$ cat src/rtl/mano_io_pkg.sv
// -----------------------------------------------------------------------------
// mano_io_pkg
// Shared definitions for the Mano computer output channel:
//   - out_state_e      : serializer FSM states (IDLE -> START -> DATA -> STOP)
//   - DEF_CLKS_PER_BIT : default clock cycles per serial bit
//   - DEF_DATA_W       : default OUTR width (matches AC)
//   - FRAME_BITS       : bits per 8N1 frame (start + data + stop)
//   - frame_cycles()   : frame length in clock cycles for a given configuration
// -----------------------------------------------------------------------------
package mano_io_pkg;

  typedef enum logic [1:0] {
    IDLE  = 2'd0,
    START = 2'd1,
    DATA  = 2'd2,
    STOP  = 2'd3
  } out_state_e;

  localparam int DEF_CLKS_PER_BIT = 16;
  localparam int DEF_DATA_W       = 8;
  localparam int FRAME_BITS       = DEF_DATA_W + 2;

  // Number of cycles from the load edge to the edge that raises FGO.
  function automatic int frame_cycles(input int data_w, input int clks_per_bit);
    return (data_w + 2) * clks_per_bit;
  endfunction

endpackage

$ cat src/rtl/mano_bit_timer.sv
// -----------------------------------------------------------------------------
// mano_bit_timer
// Bit-period cycle counter for the output serializer.
// Ports:
//   clk     in  system clock
//   rst_n   in  asynchronous active-low reset (counter -> 0)
//   restart in  synchronous restart; counter returns to 0 on the next edge
//   en      in  count enable; while low the counter is held at 0
//   tick    out high on the last cycle of each bit period (combinational
//               decode of the counter register)
// -----------------------------------------------------------------------------
module mano_bit_timer #(
  parameter int CLKS_PER_BIT = 16
) (
  input  logic clk,
  input  logic rst_n,
  input  logic restart,
  input  logic en,
  output logic tick
);

  localparam int CNT_W = (CLKS_PER_BIT > 2) ? $clog2(CLKS_PER_BIT) : 1;
  localparam logic [CNT_W-1:0] LAST_CNT = CNT_W'(CLKS_PER_BIT - 1);
  localparam logic [CNT_W-1:0] ONE_CNT  = CNT_W'(1);

  logic [CNT_W-1:0] cnt_q;
  logic [CNT_W-1:0] cnt_d;

  assign tick = en && (cnt_q == LAST_CNT);

  // Next-count logic: restart and idle both park the counter at zero so a new
  // bit period always starts from a clean count.
  always_comb begin
    cnt_d = cnt_q;
    if (restart) begin
      cnt_d = '0;
    end else if (!en) begin
      cnt_d = '0;
    end else if (tick) begin
      cnt_d = '0;
    end else begin
      cnt_d = cnt_q + ONE_CNT;
    end
  end

  // Counter register.
  always_ff @(posedge clk or negedge rst_n) begin
    if (!rst_n) begin
      cnt_q <= '0;
    end else begin
      cnt_q <= cnt_d;
    end
  end

endmodule

$ cat src/rtl/mano_out_port.sv
// -----------------------------------------------------------------------------
// mano_out_port
// Device side of the Mano output channel. Captures AC into OUTR on an accepted
// OUT strobe and shifts it out as an 8N1 UART frame, managing the FGO ready
// flag and a sticky overrun flag.
// Ports:
//   CLK      in  system clock (rising edge)
//   RST_N    in  asynchronous active-low reset
//   OUT_LD   in  one-cycle OUT strobe from the control unit
//   OUT_DATA in  AC contents, captured when a load is accepted
//   IEN      in  interrupt enable
//   OUTR     out output register
//   FGO      out ready flag (1 = can accept a character)
//   IRQ      out IEN & FGO (combinational)
//   TXD      out serial line, idle high
//   BUSY     out high whenever the FSM is not IDLE
//   OVR      out sticky overrun flag, cleared only by reset
// -----------------------------------------------------------------------------
module mano_out_port
  import mano_io_pkg::*;
#(
  parameter int CLKS_PER_BIT = DEF_CLKS_PER_BIT,
  parameter int DATA_W       = DEF_DATA_W
) (
  input  logic              CLK,
  input  logic              RST_N,
  input  logic              OUT_LD,
  input  logic [DATA_W-1:0] OUT_DATA,
  input  logic              IEN,
  output logic [DATA_W-1:0] OUTR,
  output logic              FGO,
  output logic              IRQ,
  output logic              TXD,
  output logic              BUSY,
  output logic              OVR
);

  localparam int IDX_W = (DATA_W > 2) ? $clog2(DATA_W) : 1;
  localparam logic [IDX_W-1:0] LAST_IDX = IDX_W'(DATA_W - 1);
  localparam logic [IDX_W-1:0] ONE_IDX  = IDX_W'(1);

  out_state_e        state_q, state_d;
  logic [DATA_W-1:0] outr_q, outr_d;
  logic [IDX_W-1:0]  bit_idx_q, bit_idx_d;
  logic              fgo_q, fgo_d;
  logic              txd_q, txd_d;
  logic              busy_q, busy_d;
  logic              ovr_q, ovr_d;

  logic              accept_s;
  logic              tick_s;
  logic              timer_en_s;
  logic [IDX_W-1:0]  idx_inc_s;

  assign timer_en_s = (state_q != IDLE);
  assign idx_inc_s  = bit_idx_q + ONE_IDX;

  mano_bit_timer #(
    .CLKS_PER_BIT (CLKS_PER_BIT)
  ) u_bit_timer (
    .clk     (CLK),
    .rst_n   (RST_N),
    .restart (accept_s),
    .en      (timer_en_s),
    .tick    (tick_s)
  );

  // Next-state, OUTR/FGO/OVR update and registered-TXD lookahead. TXD is
  // computed for the state being entered so the line changes on the same
  // edge as the state register.
  always_comb begin
    state_d   = state_q;
    outr_d    = outr_q;
    bit_idx_d = bit_idx_q;
    fgo_d     = fgo_q;
    txd_d     = txd_q;
    ovr_d     = ovr_q;
    accept_s  = 1'b0;

    // Loads are accepted only when ready; anything else is an overrun,
    // including a strobe on the STOP-final cycle where FGO is still low.
    if (OUT_LD) begin
      if (fgo_q && (state_q == IDLE)) begin
        accept_s = 1'b1;
      end else begin
        ovr_d = 1'b1;
      end
    end else begin
      accept_s = 1'b0;
    end

    case (state_q)
      IDLE: begin
        txd_d = 1'b1;
        if (accept_s) begin
          outr_d    = OUT_DATA;
          fgo_d     = 1'b0;
          txd_d     = 1'b0;
          bit_idx_d = '0;
          state_d   = START;
        end else begin
          state_d = IDLE;
        end
      end
      START: begin
        if (tick_s) begin
          bit_idx_d = '0;
          txd_d     = outr_q[0];
          state_d   = DATA;
        end else begin
          state_d = START;
        end
      end
      DATA: begin
        if (tick_s) begin
          if (bit_idx_q == LAST_IDX) begin
            txd_d   = 1'b1;
            state_d = STOP;
          end else begin
            bit_idx_d = idx_inc_s;
            txd_d     = outr_q[idx_inc_s];
          end
        end else begin
          state_d = DATA;
        end
      end
      STOP: begin
        if (tick_s) begin
          fgo_d   = 1'b1;
          txd_d   = 1'b1;
          state_d = IDLE;
        end else begin
          state_d = STOP;
        end
      end
      default: begin
        fgo_d   = 1'b1;
        txd_d   = 1'b1;
        state_d = IDLE;
      end
    endcase

    busy_d = (state_d != IDLE);
  end

  // State and output registers.
  always_ff @(posedge CLK or negedge RST_N) begin
    if (!RST_N) begin
      state_q   <= IDLE;
      outr_q    <= '0;
      bit_idx_q <= '0;
      fgo_q     <= 1'b1;
      txd_q     <= 1'b1;
      busy_q    <= 1'b0;
      ovr_q     <= 1'b0;
    end else begin
      state_q   <= state_d;
      outr_q    <= outr_d;
      bit_idx_q <= bit_idx_d;
      fgo_q     <= fgo_d;
      txd_q     <= txd_d;
      busy_q    <= busy_d;
      ovr_q     <= ovr_d;
    end
  end

  assign OUTR = outr_q;
  assign FGO  = fgo_q;
  assign TXD  = txd_q;
  assign BUSY = busy_q;
  assign OVR  = ovr_q;
  assign IRQ  = IEN & fgo_q;

endmodule
$ cat config.mk
export PLATFORM = sky130hd
export DESIGN_NAME = mano_out_port
export DESIGN_NICKNAME = d
export VERILOG_FILES = /design/src/rtl/mano_io_pkg.sv /design/src/rtl/mano_bit_timer.sv /design/src/rtl/mano_out_port.sv
export SDC_FILE = /design/constraint.sdc
export NUM_CORES = 1
export LEC_CHECK = 0
export CAP_MARGIN = 40
export CORE_AREA = 2 2 49 51
export DETAILED_ROUTE_END_ITERATION = 7
export DIE_AREA = 0 0 51 53
export PLACE_DENSITY = 0.86
export SKIP_CTS_REPAIR_TIMING = 1
export SYNTH_ARGS = -nofsm -noshare
export SYNTH_HDL_FRONTEND = slang
export SYNTH_SLANG_ARGS = --single-unit
$ cat constraint.sdc
create_clock -name CLK -period 2.1 [get_ports CLK]
set_input_delay 0.315 -clock CLK [delete_from_list [all_inputs] [get_ports CLK]]
set_output_delay 0.315 -clock CLK [all_outputs]
set_load 0.03 [all_outputs]
==> reports/results.ini <==
[cells_and_area]
fill_cells = 183
regArea_um2 = 528
multiInputGateArea_um2 = 413
fin_cells = 128
drive_above_1_share_pct = 18.0
syn_to_final_growth_pct = 30.4
diodes = 0
nets = 116

[placed_design]
post-place-ws_ps = 249
hpwlAfterDp_um = 1480
gp_congestion = 0.778
dpl.cell_count = 124
numPortBuffers = 24

[power]
leakagePower_nw = 0.564
p_per_area_nw_per_um2 = 505
vdd_drop_max_mv = 0.360

[grt]
grt_pass1_wl_um = 3300
antenna_found_initial = 0
grt_pass1_vias = 724
grt_overflow = 0
grt_max_degree = 22
grtUsageTotal_pct = 17.5

[run]
cap_violations = 0

[worst_setup_path]
cp-start-kind = register
worst-path-max-fanout = 7
criticalPathCategory = register to output pin
endpoint_kind = output pin
critPathRequiredTime_ps = 1780
critPathArrivalTime_ps = 1700

[clocking]
cts-root-buf = clkbuf_4
worst_skew_pair.late_latency_ps = 310
tritoncts = yes
cts_buffer_depth = 2
cts_made_buffers = 3
h-tree-depth = 1
clk_pin_slew_ps = 120
cts_sinks = 21

[timing]
period_needed_ps = 2020
worst_pin_slew_ps = 342
max_freq_ghz = 0.495
fin_skew_ps = 3.29
finalSetupViolations = 0
maxSlewHeadroom_pct = 77.1
timing.final.hold_violations = 0
setup_slack_ps = 81.8
fin_crit_sh_pct = 96.1
rsz0062_at_grt = false
fin_tns_setup_ps = 0
finalMaxSlewViolations = 0

[routing]
ant_nets = 0
avgRoutedWirePerCell_um = 15.0
wl_met2_um = 1040
vias = 662
drt_iter0_drc = 8
m1WireLength_um = 770
firstDrtPassIters = 4
maxUsedRoutingLayer = met4
routed-wl-met3_um = 75
drt_wl_total_um = 1920
viasPerCell = 5.17
remaining_drc_errors = 0

[logic_synthesis]
yosys_warnings = 0
synth_top_family_by_area = multiplexers
synth_flop_cell = dfrtp_1
synthAdderAreaFrac_pct = 3.88
synth-edff-count = 0
synthSimpleGateAreaFrac_pct = 12.7
synth_compound_area_share_pct = 6.08
yosysSeqAreaShare_pct = 54.6
synth_nets = 87
synth_cell_types = 30
synth_area_um2 = 967
async_flop_share_pct = 100
avgSynthCellArea_um2 = 13.4
synth_xor_area_share_pct = 2.72
muxShareOfSynthArea_pct = 17.3
netlist_instances = 72
ys_ff_latch = 21

[status]
status = complete, no violations

[die]
start_util_pct = 45.0
core-area_um2 = 2150
die_width_um = 51
rows = 17
ios = 25
die_y_um = 53
dieArea_um2 = 2700

[hold_path]
min_path_type = primary input to async pin

==> state kept, by name (all words and copies together) (netlist names) <==
signal and count:
u_bit_timer.cnt_q 4, state_q 2, bit_idx_q 3, FGO 1, TXD 1, OVR 1
OUTR 8, BUSY 1
==> layer usage <==
metal | global-route usage [%] | vias up
met3 | 3.95 | 4
met2 | 28.4 | 17
met4 | 10.8 | 0
met1 | 21.1 | 322
met5 | 0 | -
li1 | - | 319
==> layout make-up <==
type | instances | area share, %
Timing Repair Buffer | 26 | 20.2
Multi-Input combinational cell | 48 | 32.7
Sequential cell | 21 | 41.9
Tap cell | 28 | 2.78
Clock buffer | 4 | 2.08
Inverter | 1 | 0.298
==> power by group <==
part	total [mW]	internal, mW	switching [mW]	leakage (nW)
registers	0.404	0.404	0.0000000000000000362	0.281
logic	0.0303	0.0193	0.0110	0.268
clock network	0.203	0.0744	0.128	0.0150
==> path summary, 6_finish.rpt <==
kind	from	endpoint	slack [ps]	cells after the start
worst max-delay path	FGO	IRQ	80	2
worst min-delay path	RST_N	state_q[0]	320	2
worst max register to register	bit_idx_q[0]	bit_idx_q[0]	340	5
worst min register to register	OVR	OVR	470	1
max in group asynchronous	RST_N	FGO	1510	2
min in group CLK	OVR	OVR	470	1
==> cells in the mapped netlist (all sizes together) (2+ instances only) <==
cell    number  area share [%]
a21oi        3             1.9
a22o         2             1.8
buf          2             2.3
dfrtp       19              49
dfstp        2             5.4
ha           3             3.9
mux2         9              11
mux4         2             5.4
nand2        2            0.78
nand2b       2             1.3
nand3        2             1.0
nor2         7             2.7
nor3         2             1.6
xnor2        2             1.8
==> critical path: stages, from the launching register on <==
cell and delay (ps):
dfstp_2 600, and2_1 130, clkdlybuf4s50_1 660
==> logic make-up after synthesis <==
group / Yosys count
and+or+nand+nor: 22
DFF: 21
muxes: 12
AOI/OAI and AO/OA: 8
xor gates and xnor gates: 3
buffers and inverters: 3
adders and majority gates: 3
==> per-stage QoR <==
step                      area [um2]  power, mW  hold WS [ps]  utilization [%]
final                           1260      0.637           324             58.7
after global routing            1260      0.666           332             58.7
after CTS                       1260      0.644           331             58.7
after detailed placement        1230      0.443           444             57.5
after global placement          1230      0.442           439             57.5
after floorplan                  967      0.413          19.4                -
==> cells in the final DEF, fill, tap and decap left out, drive strengths merged, types with 3 or more instances in the layout <==
cell type,count
clkdlybuf4s50,24
dfrtp,19
mux2,9
nor2,7
clkbuf,4
ha,3
a21oi,3
(Power assumes the default switching activity.)
